--- src/rtl/act_rr_sched_pkg.sv ---
// rtl/act_rr_sched_pkg.sv - shared widths, helpers and lock states for act_rr_sched (ACT_SCHED_PKT_LOCK_EN)
package act_rr_sched_pkg;

  // Packet-lock grant state; only used when ACT_SCHED_PKT_LOCK_EN is defined.
  typedef enum logic {
    SCHED_FREE   = 1'b0,
    SCHED_LOCKED = 1'b1
  } sched_st_e;

  // Width of a channel id; a single channel still needs one bit.
  function automatic int ch_id_w(input int ch_n);
    return (ch_n > 1) ? $clog2(ch_n) : 1;
  endfunction

  // Width of a credit counter that must hold 0..depth inclusive.
  function automatic int cred_w(input int depth);
    return $clog2(depth + 1);
  endfunction

endpackage

--- src/rtl/act_sched_fifo.sv ---
// rtl/act_sched_fifo.sv - per-channel result FIFO for act_rr_sched
module act_sched_fifo
#(
  parameter int DATA_W = 32,
  parameter int DEPTH  = 4
)(
  input  logic              clk,
  input  logic              rst_n,
  input  logic [DATA_W-1:0] s_tdata,
  input  logic              s_tvalid,
  output logic [DATA_W-1:0] m_tdata,
  output logic              m_tvalid,
  input  logic              m_tready
);

  localparam int PTR_W = $clog2(DEPTH);
  localparam int PW1   = PTR_W + 1;

  logic [DATA_W-1:0] mem [DEPTH];
  logic [PTR_W:0]    wr_ptr;
  logic [PTR_W:0]    rd_ptr;
  logic              full;
  logic              pop;

  // Extra pointer bit separates full from empty when the index bits match.
  assign full     = (wr_ptr[PTR_W] != rd_ptr[PTR_W]) &&
                    (wr_ptr[PTR_W-1:0] == rd_ptr[PTR_W-1:0]);
  assign m_tvalid = (wr_ptr != rd_ptr);
  assign pop      = m_tvalid & m_tready;
  assign m_tdata  = mem[rd_ptr[PTR_W-1:0]];

  // Storage write; contents need no reset since valid comes from the pointers.
  always_ff @(posedge clk) begin
    if (s_tvalid && !full) begin
      mem[wr_ptr[PTR_W-1:0]] <= s_tdata;
    end
  end

  // Pointer update; both wrap naturally modulo 2*DEPTH.
  always_ff @(posedge clk or negedge rst_n) begin
    if (!rst_n) begin
      wr_ptr <= '0;
      rd_ptr <= '0;
    end else begin
      if (s_tvalid && !full) wr_ptr <= wr_ptr + PW1'(1);
      if (pop)               rd_ptr <= rd_ptr + PW1'(1);
    end
  end

  // Credits upstream make an overflowing push impossible.
  a_no_overflow: assert property (@(posedge clk) disable iff (!rst_n) !(s_tvalid && full));

endmodule

--- src/rtl/act_rr_sched.sv ---
// rtl/act_rr_sched.sv - round-robin sharing of one activation unit among CH_N streams (ACT_SCHED_PKT_LOCK_EN: packet lock)
module act_rr_sched
  import act_rr_sched_pkg::*;
#(
  parameter int CH_N       = 4,
  parameter int DATA_W     = 32,
  parameter int ACT_LAT    = 2,
  parameter int FIFO_DEPTH = 4
)(
  input  logic                   clk,
  input  logic                   rst_n,
  input  logic [CH_N*DATA_W-1:0] s_data,
  input  logic [CH_N-1:0]        s_last,
  input  logic [CH_N-1:0]        s_valid,
  output logic [CH_N-1:0]        s_ready,
  output logic [DATA_W-1:0]      act_in,
  output logic                   act_in_vld,
  input  logic [DATA_W-1:0]      act_out,
  input  logic                   act_out_vld,
  output logic [CH_N*DATA_W-1:0] m_data,
  output logic [CH_N-1:0]        m_valid,
  input  logic [CH_N-1:0]        m_ready,
  output logic                   sync_err
);

  localparam int ID_W   = ch_id_w(CH_N);
  localparam int SUM_W  = ID_W + 1;
  localparam int CRED_W = cred_w(FIFO_DEPTH);

  logic [ID_W-1:0]   rr_ptr;
  logic              rr_vld;
  logic [ID_W-1:0]   rr_id;
  logic              grant_vld;
  logic [ID_W-1:0]   grant_id;
  logic              rr_adv;
  logic [CRED_W-1:0] credit [CH_N];
  logic [CH_N-1:0]   eligible;
  logic [CH_N-1:0]   pop;
  logic [CH_N-1:0]   push;
  logic [2*CH_N-1:0] rot;
  logic [SUM_W-1:0]  sum;
  logic              tag_vld [ACT_LAT];
  logic [ID_W-1:0]   tag_id  [ACT_LAT];

  // A channel may issue only while it owns a free slot in its output FIFO.
  always_comb begin
    eligible = '0;
    for (int i = 0; i < CH_N; i++) begin
      eligible[i] = rst_n & s_valid[i] & (credit[i] != '0);
    end
  end

  // Round-robin scan: rotate eligibility so rr_ptr lands on bit 0, take the lowest set bit.
  always_comb begin
    rot    = {eligible, eligible} >> rr_ptr;
    rr_vld = 1'b0;
    sum    = '0;
    for (int k = CH_N - 1; k >= 0; k--) begin
      if (rot[k]) begin
        rr_vld = 1'b1;
        sum    = {1'b0, rr_ptr} + SUM_W'(k);
      end
    end
    rr_id = (sum >= SUM_W'(CH_N)) ? ID_W'(sum - SUM_W'(CH_N)) : ID_W'(sum);
  end

`ifdef ACT_SCHED_PKT_LOCK_EN
  sched_st_e       lock_st;
  sched_st_e       lock_st_nxt;
  logic [ID_W-1:0] lock_ch;

  // Lock state register; remembers the channel whose packet is still open.
  always_ff @(posedge clk or negedge rst_n) begin
    if (!rst_n) begin
      lock_st <= SCHED_FREE;
      lock_ch <= '0;
    end else begin
      lock_st <= lock_st_nxt;
      if (grant_vld && lock_st_nxt == SCHED_LOCKED) lock_ch <= grant_id;
    end
  end

  // While locked only the owner may issue; a last beat releases the lock.
  always_comb begin
    lock_st_nxt = lock_st;
    grant_vld   = rr_vld;
    grant_id    = rr_id;
    if (lock_st == SCHED_LOCKED) begin
      grant_vld = eligible[lock_ch];
      grant_id  = lock_ch;
    end
    if (grant_vld) lock_st_nxt = s_last[grant_id] ? SCHED_FREE : SCHED_LOCKED;
  end

  assign rr_adv = grant_vld & s_last[grant_id];
`else
  logic unused_last;

  // Per-beat arbitration: the scan result is the grant.
  always_comb begin
    grant_vld = rr_vld;
    grant_id  = rr_id;
  end

  assign unused_last = ^s_last;
  assign rr_adv      = grant_vld;
`endif

  // Grant fans out to the requester handshake and the activation unit input.
  always_comb begin
    s_ready = '0;
    act_in  = '0;
    for (int i = 0; i < CH_N; i++) begin
      if (grant_id == ID_W'(i)) begin
        s_ready[i] = grant_vld;
        act_in     = s_data[i*DATA_W +: DATA_W];
      end
    end
  end

  assign act_in_vld = grant_vld;

  // Pointer moves just past the channel that issued.
  always_ff @(posedge clk or negedge rst_n) begin
    if (!rst_n) begin
      rr_ptr <= '0;
    end else if (rr_adv) begin
      rr_ptr <= (grant_id == ID_W'(CH_N - 1)) ? '0 : grant_id + ID_W'(1);
    end
  end

  // Tag delay line matches the activation unit latency so results find their owner.
  always_ff @(posedge clk or negedge rst_n) begin
    if (!rst_n) begin
      for (int k = 0; k < ACT_LAT; k++) begin
        tag_vld[k] <= 1'b0;
        tag_id[k]  <= '0;
      end
    end else begin
      tag_vld[0] <= grant_vld;
      tag_id[0]  <= grant_id;
      for (int k = 1; k < ACT_LAT; k++) begin
        tag_vld[k] <= tag_vld[k-1];
        tag_id[k]  <= tag_id[k-1];
      end
    end
  end

  // Results are steered only when the unit and the tag line agree.
  always_comb begin
    push = '0;
    for (int i = 0; i < CH_N; i++) begin
      push[i] = act_out_vld & tag_vld[ACT_LAT-1] & (tag_id[ACT_LAT-1] == ID_W'(i));
    end
  end

  // Any disagreement between unit output and tag line latches an error until reset.
  always_ff @(posedge clk or negedge rst_n) begin
    if (!rst_n) begin
      sync_err <= 1'b0;
    end else if (act_out_vld != tag_vld[ACT_LAT-1]) begin
      sync_err <= 1'b1;
    end
  end

  assign pop = m_valid & m_ready;

  // Credit spent on issue, returned on pop; both at once leaves it unchanged.
  always_ff @(posedge clk or negedge rst_n) begin
    if (!rst_n) begin
      for (int i = 0; i < CH_N; i++) credit[i] <= CRED_W'(FIFO_DEPTH);
    end else begin
      for (int i = 0; i < CH_N; i++) begin
        case ({s_ready[i], pop[i]})
          2'b10:   credit[i] <= credit[i] - CRED_W'(1);
          2'b01:   credit[i] <= credit[i] + CRED_W'(1);
          default: credit[i] <= credit[i];
        endcase
      end
    end
  end

  for (genvar gi = 0; gi < CH_N; gi++) begin : g_fifo
    act_sched_fifo #(
      .DATA_W (DATA_W),
      .DEPTH  (FIFO_DEPTH)
    ) u_fifo (
      .clk      (clk),
      .rst_n    (rst_n),
      .s_tdata  (act_out),
      .s_tvalid (push[gi]),
      .m_tdata  (m_data[gi*DATA_W +: DATA_W]),
      .m_tvalid (m_valid[gi]),
      .m_tready (m_ready[gi])
    );
  end

endmodule

--- config.mk ---
export PLATFORM = sky130hd
export DESIGN_NAME = act_rr_sched
export DESIGN_NICKNAME = d
export VERILOG_FILES = /design/src/rtl/act_rr_sched_pkg.sv /design/src/rtl/act_sched_fifo.sv /design/src/rtl/act_rr_sched.sv
export SDC_FILE = /design/constraint.sdc
export NUM_CORES = 1
export LEC_CHECK = 0
export CAP_MARGIN = 25
export CELL_PAD_IN_SITES_DETAIL_PLACEMENT = 0
export CELL_PAD_IN_SITES_GLOBAL_PLACEMENT = 1
export CORE_MARGIN = 2
export CORE_UTILIZATION = 46
export DETAILED_ROUTE_END_ITERATION = 16
export GPL_ROUTABILITY_DRIVEN = 0
export PLACE_DENSITY = 0.86
export SYNTH_ARGS = -nofsm -noshare
export SYNTH_HDL_FRONTEND = slang
export SYNTH_SLANG_ARGS = --single-unit
export TNS_END_PERCENT = 10
--- constraint.sdc ---
create_clock -name clk -period 3.91 [get_ports clk]
set_clock_uncertainty 0.05 [all_clocks]
set_input_delay 0.782 -clock clk [delete_from_list [all_inputs] [get_ports clk]]
set_output_delay 0.782 -clock clk [all_outputs]
set_load 0.02 [all_outputs]
==> run_results.csv <==
group,metric,value,unit
status,violations,"setup timing",
detailed_routing,wirelength,58.9,mm
layout,area_growth,30.8,%
detailed_routing,via_per_inst,5.76,
floorplan,start_util,46.8,%
power_and_ir_drop,p_sw_share,34.2,%
synth,yosysWarnings,0,
global_route,grt-ovfl-total,0,
worst_setup_path,path_max_fanout,17,
power_and_ir_drop,p_total,22.0,mW
synth,synth-seq-cells,557,
floorplan,pin_count,345,
timing,setup_viol,2,
worst_setup_path,crit_path_end_kind,"output pin",
timing,hold_viol,0,
synth,syn_area_per_cell,20.4,um2
timing,max_freq,255,MHz
synth,synth_edf_count,512,
status,outcome,"finished, violations left",
global_route,grt_max_degree,37,
synth,yosysSeqAreaShare,73.6,%
worst_setup_path,cp_data_required_time,3.08,ns
synth,netlist_area,22400,um2
detailed_routing,drc,0,
detailed_routing,dr.pass1.iters,5,
floorplan,die_y,225,um
synth,syn_inst,1100,
clock_tree,postCtsHoldBufs,0,
timing,tightest_slew,1.09,ns
layout,fin_nets,1735,
power_and_ir_drop,p_clk_share,22.5,%
power_and_ir_drop,netSwitchingPower,7.52,mW
clock_tree,clk_path_buf_depth,3,
global_route,grt_pass1_vias,12728,
global_route,grt_pass1_wl,84.6,mm
floorplan,core,47900,um2
timing,fin_crit,3.92,ns
clock_tree,cts_tree,"done",
power_and_ir_drop,p_leak,9.93,nW
global_route,antenna_found_initial,2,
timing,period_share,100,%
detailed_routing,drtIter0Drc,1354,
clock_tree,clk_latency,0.57,ns
power_and_ir_drop,vdd_ir_drop_max,0.463,mV
synth,async_flop_share,8.08,%
synth,syn_nets,1308,
timing,slew_headroom,27.7,%
synth,ys_types,50,
floorplan,die-area,50500,um2
clock_tree,path_clk_slew,0.06,ns
timing,rsz0062_at_grt,"yes",
clock_tree,htreeDepth,2,
power_and_ir_drop,p_per_area,749,nW/um2
worst_setup_path,worstSetupPathType,"reg -> out",
clock_tree,cts-root-buf,"clkbuf_16",
synth,synth_flop_cell,"edfxtp_1",
timing,hold_slack,0.242,ns
timing,final.setup.worst_slack,-0.0148,ns
floorplan,fp.dieW,225,um
worst_setup_path,arrival,3.09,ns
global_route,grt_use_total,23.0,%
detailed_routing,ant_nets,0,
job,max_cap_viol_count,0,
worst_hold_path,min_path_type,"in -> async",
power_and_ir_drop,seqPwrFrac,35.3,%
power_and_ir_drop,p_int,14.4,mW
place,dp_hpwl,36.0,mm
timing,drv_slew,0,
power_and_ir_drop,pwr-share-comb,42.2,%
detailed_routing,vias,12594,
clock_tree,cts.sinks,557,
floorplan,num_rows,80,
layout,drive_above_1_share,27.6,%
worst_setup_path,startpoint_type,"register",
detailed_routing,post_drt_wl_per_cell,26.9,um
clock_tree,numCtsBuffers,53,
place,numPortBuffers,340,
[routing by layer]
| metal | up-vias | GRT usage [%] | share of wire, % |
|---|---|---|---|
| met5 | - | 0 | 0.022 |
| met4 | 2 | 6.69 | 2.9 |
| met3 | 114 | 4.02 | 7.1 |
| met2 | 600 | 39.2 | 52 |
| met1 | 6541 | 30.4 | 38 |
| li1 | 5337 | - | - |
[cell type report]
class / instances / area (um2)
sequential: 557 / 16500
tap: 615 / 769
clock buffer: 61 / 1360
inverter: 27 / 101
clock inverter: 38 / 314
fill: 3255 / 18600
timing repair buffer: 434 / 4390
multi-input combinational: 454 / 5880
antenna: 1 / 2.50
[path summary, 6_finish.rpt]
check                      startpoint    endpoint  slack, ns  depth (start not counted)
setup / recovery            credit[4]   act_in[2]      -0.01                         10
hold / removal                  rst_n   credit[6]       0.24                          2
setup reg to reg            credit[4]   credit[2]       0.59                         15
hold reg to reg             tag_id[3]   tag_id[1]       0.30                          0
max in group asynchronous       rst_n  credit[11]       3.16                          2
min in group clk            tag_id[3]   tag_id[1]       0.30                          0
[worst max-delay path, stage by stage (launching register included)]
cell,delay (ns)
dfrtp_1,0.40
o311ai_4,0.39
buf_6,0.16
a2bb2oi_4,0.16
o211ai_1,0.13
buf_4,0.16
ha_4,0.17
bufbuf_16,0.28
nor2b_1,0.14
o31ai_2,0.31
buf_4,0.21
[cell families after synthesis]
kind of cell    after synthesis  synth area share [%]
simple gates                137                  3.35
buf+inv                      89                  1.76
flops                       557                  73.6
compound gates               98                  3.81
xor+xnor                     45                  1.96
fa+ha+maj                    33                  1.98
mux                         141                  13.5
[flip-flops by register name, summed over array words and instances, names as in the netlist]
name                  flops
g_fifo.u_fifo.wr_ptr     12
g_fifo.u_fifo.mem       512
credit                   12
rr_ptr                    2
g_fifo.u_fifo.rd_ptr     12
tag_vld                   2
tag_id                    4
sync_err                  1
[power by group through the flow]
stage | Combinational, mW | Sequential (mW) | Clock [mW]
final | 9.27 | 7.75 | 4.94
after global routing | 9.76 | 7.81 | 5.22
after CTS | 8.94 | 7.83 | 5.02
after detailed placement | 8.76 | 7.92 | 0
after global placement | 8.63 | 7.86 | 0
after floorplan | 5.21 | 7.48 | 0
[per-stage QoR]
stage,setup TNS [ns],utilization (%),instance area [um2],instances,setup slack (ns)
2_1_floorplan,0,-,22400,1100,0.327
3_3_place_gp,-15.83,56.6,27100,2072,-0.662
3_5_place_dp,-17.64,56.6,27100,2072,-0.697
4_1_cts,-0.469,60.6,29000,2182,-0.131
5_1_grt,-2.23,61.2,29300,2187,-0.118
6_report,-0.0162,61.2,29300,2187,-0.0148
[synth_stat cells, types with 2 or more instances]
library cell	instances	share of area [%]
nand3_1	5	0.11
mux2_1	5	0.25
a31oi_1	4	0.11
edfxtp_1	512	69
o31ai_1	32	1.1
o311ai_1	2	0.078
nor2_1	5	0.084
fa_1	4	0.36
a31o_2	4	0.16
and2_1	16	0.45
clkbuf_1	30	0.50
nor2b_1	64	1.8
mux2_2	8	0.40
buf_2	18	0.40
o311ai_4	2	0.23
xor2_1	17	0.66
a311o_1	3	0.13
ha_1	29	1.6
buf_1	3	0.050
dfstp_2	4	0.47
xnor2_2	6	0.44
dfrtp_1	41	4.6
xnor2_1	22	0.86
a221oi_1	32	1.3
nand2_1	40	0.67
o211ai_1	2	0.067
mux4_2	128	13
a31oi_2	3	0.17
inv_1	27	0.45
o311a_1	3	0.13
buf_4	10	0.33
[what timing repair did]
item	CTS	global route
endpoints found under the setup margin	36	34
pin swaps	8	11
gates resized for setup	171	69
setup buffers	7	3
cloned	4	0
[cell usage in the layout (no fill, tap or decap), drive strengths merged, types with 2 or more instances in the layout]
cell / synthesis / layout
edfxtp: 512 / 512
clkdlybuf4s50: 0 / 300
mux4: 128 / 128
buf: 31 / 123
nor2b: 64 / 64
clkbuf: 31 / 62
dfrtp: 41 / 41
nand2: 40 / 40
a221oi: 32 / 32
o31ai: 32 / 32
inv: 27 / 30
ha: 29 / 29
xnor2: 28 / 28
clkinv: 0 / 28
xor2: 17 / 17
and2: 16 / 16
mux2: 13 / 13
a31oi: 7 / 7
dlygate4sd2: 0 / 6
nand3: 5 / 5
nor2: 5 / 5
o311ai: 5 / 5
a31o: 4 / 4
fa: 4 / 4
bufinv: 0 / 4
bufbuf: 0 / 4
dfstp: 4 / 4
a311o: 3 / 3
clkinvlp: 0 / 3
o311a: 3 / 3
o211ai: 2 / 2
No activity file was read; power rests on OpenSTA's default activity.
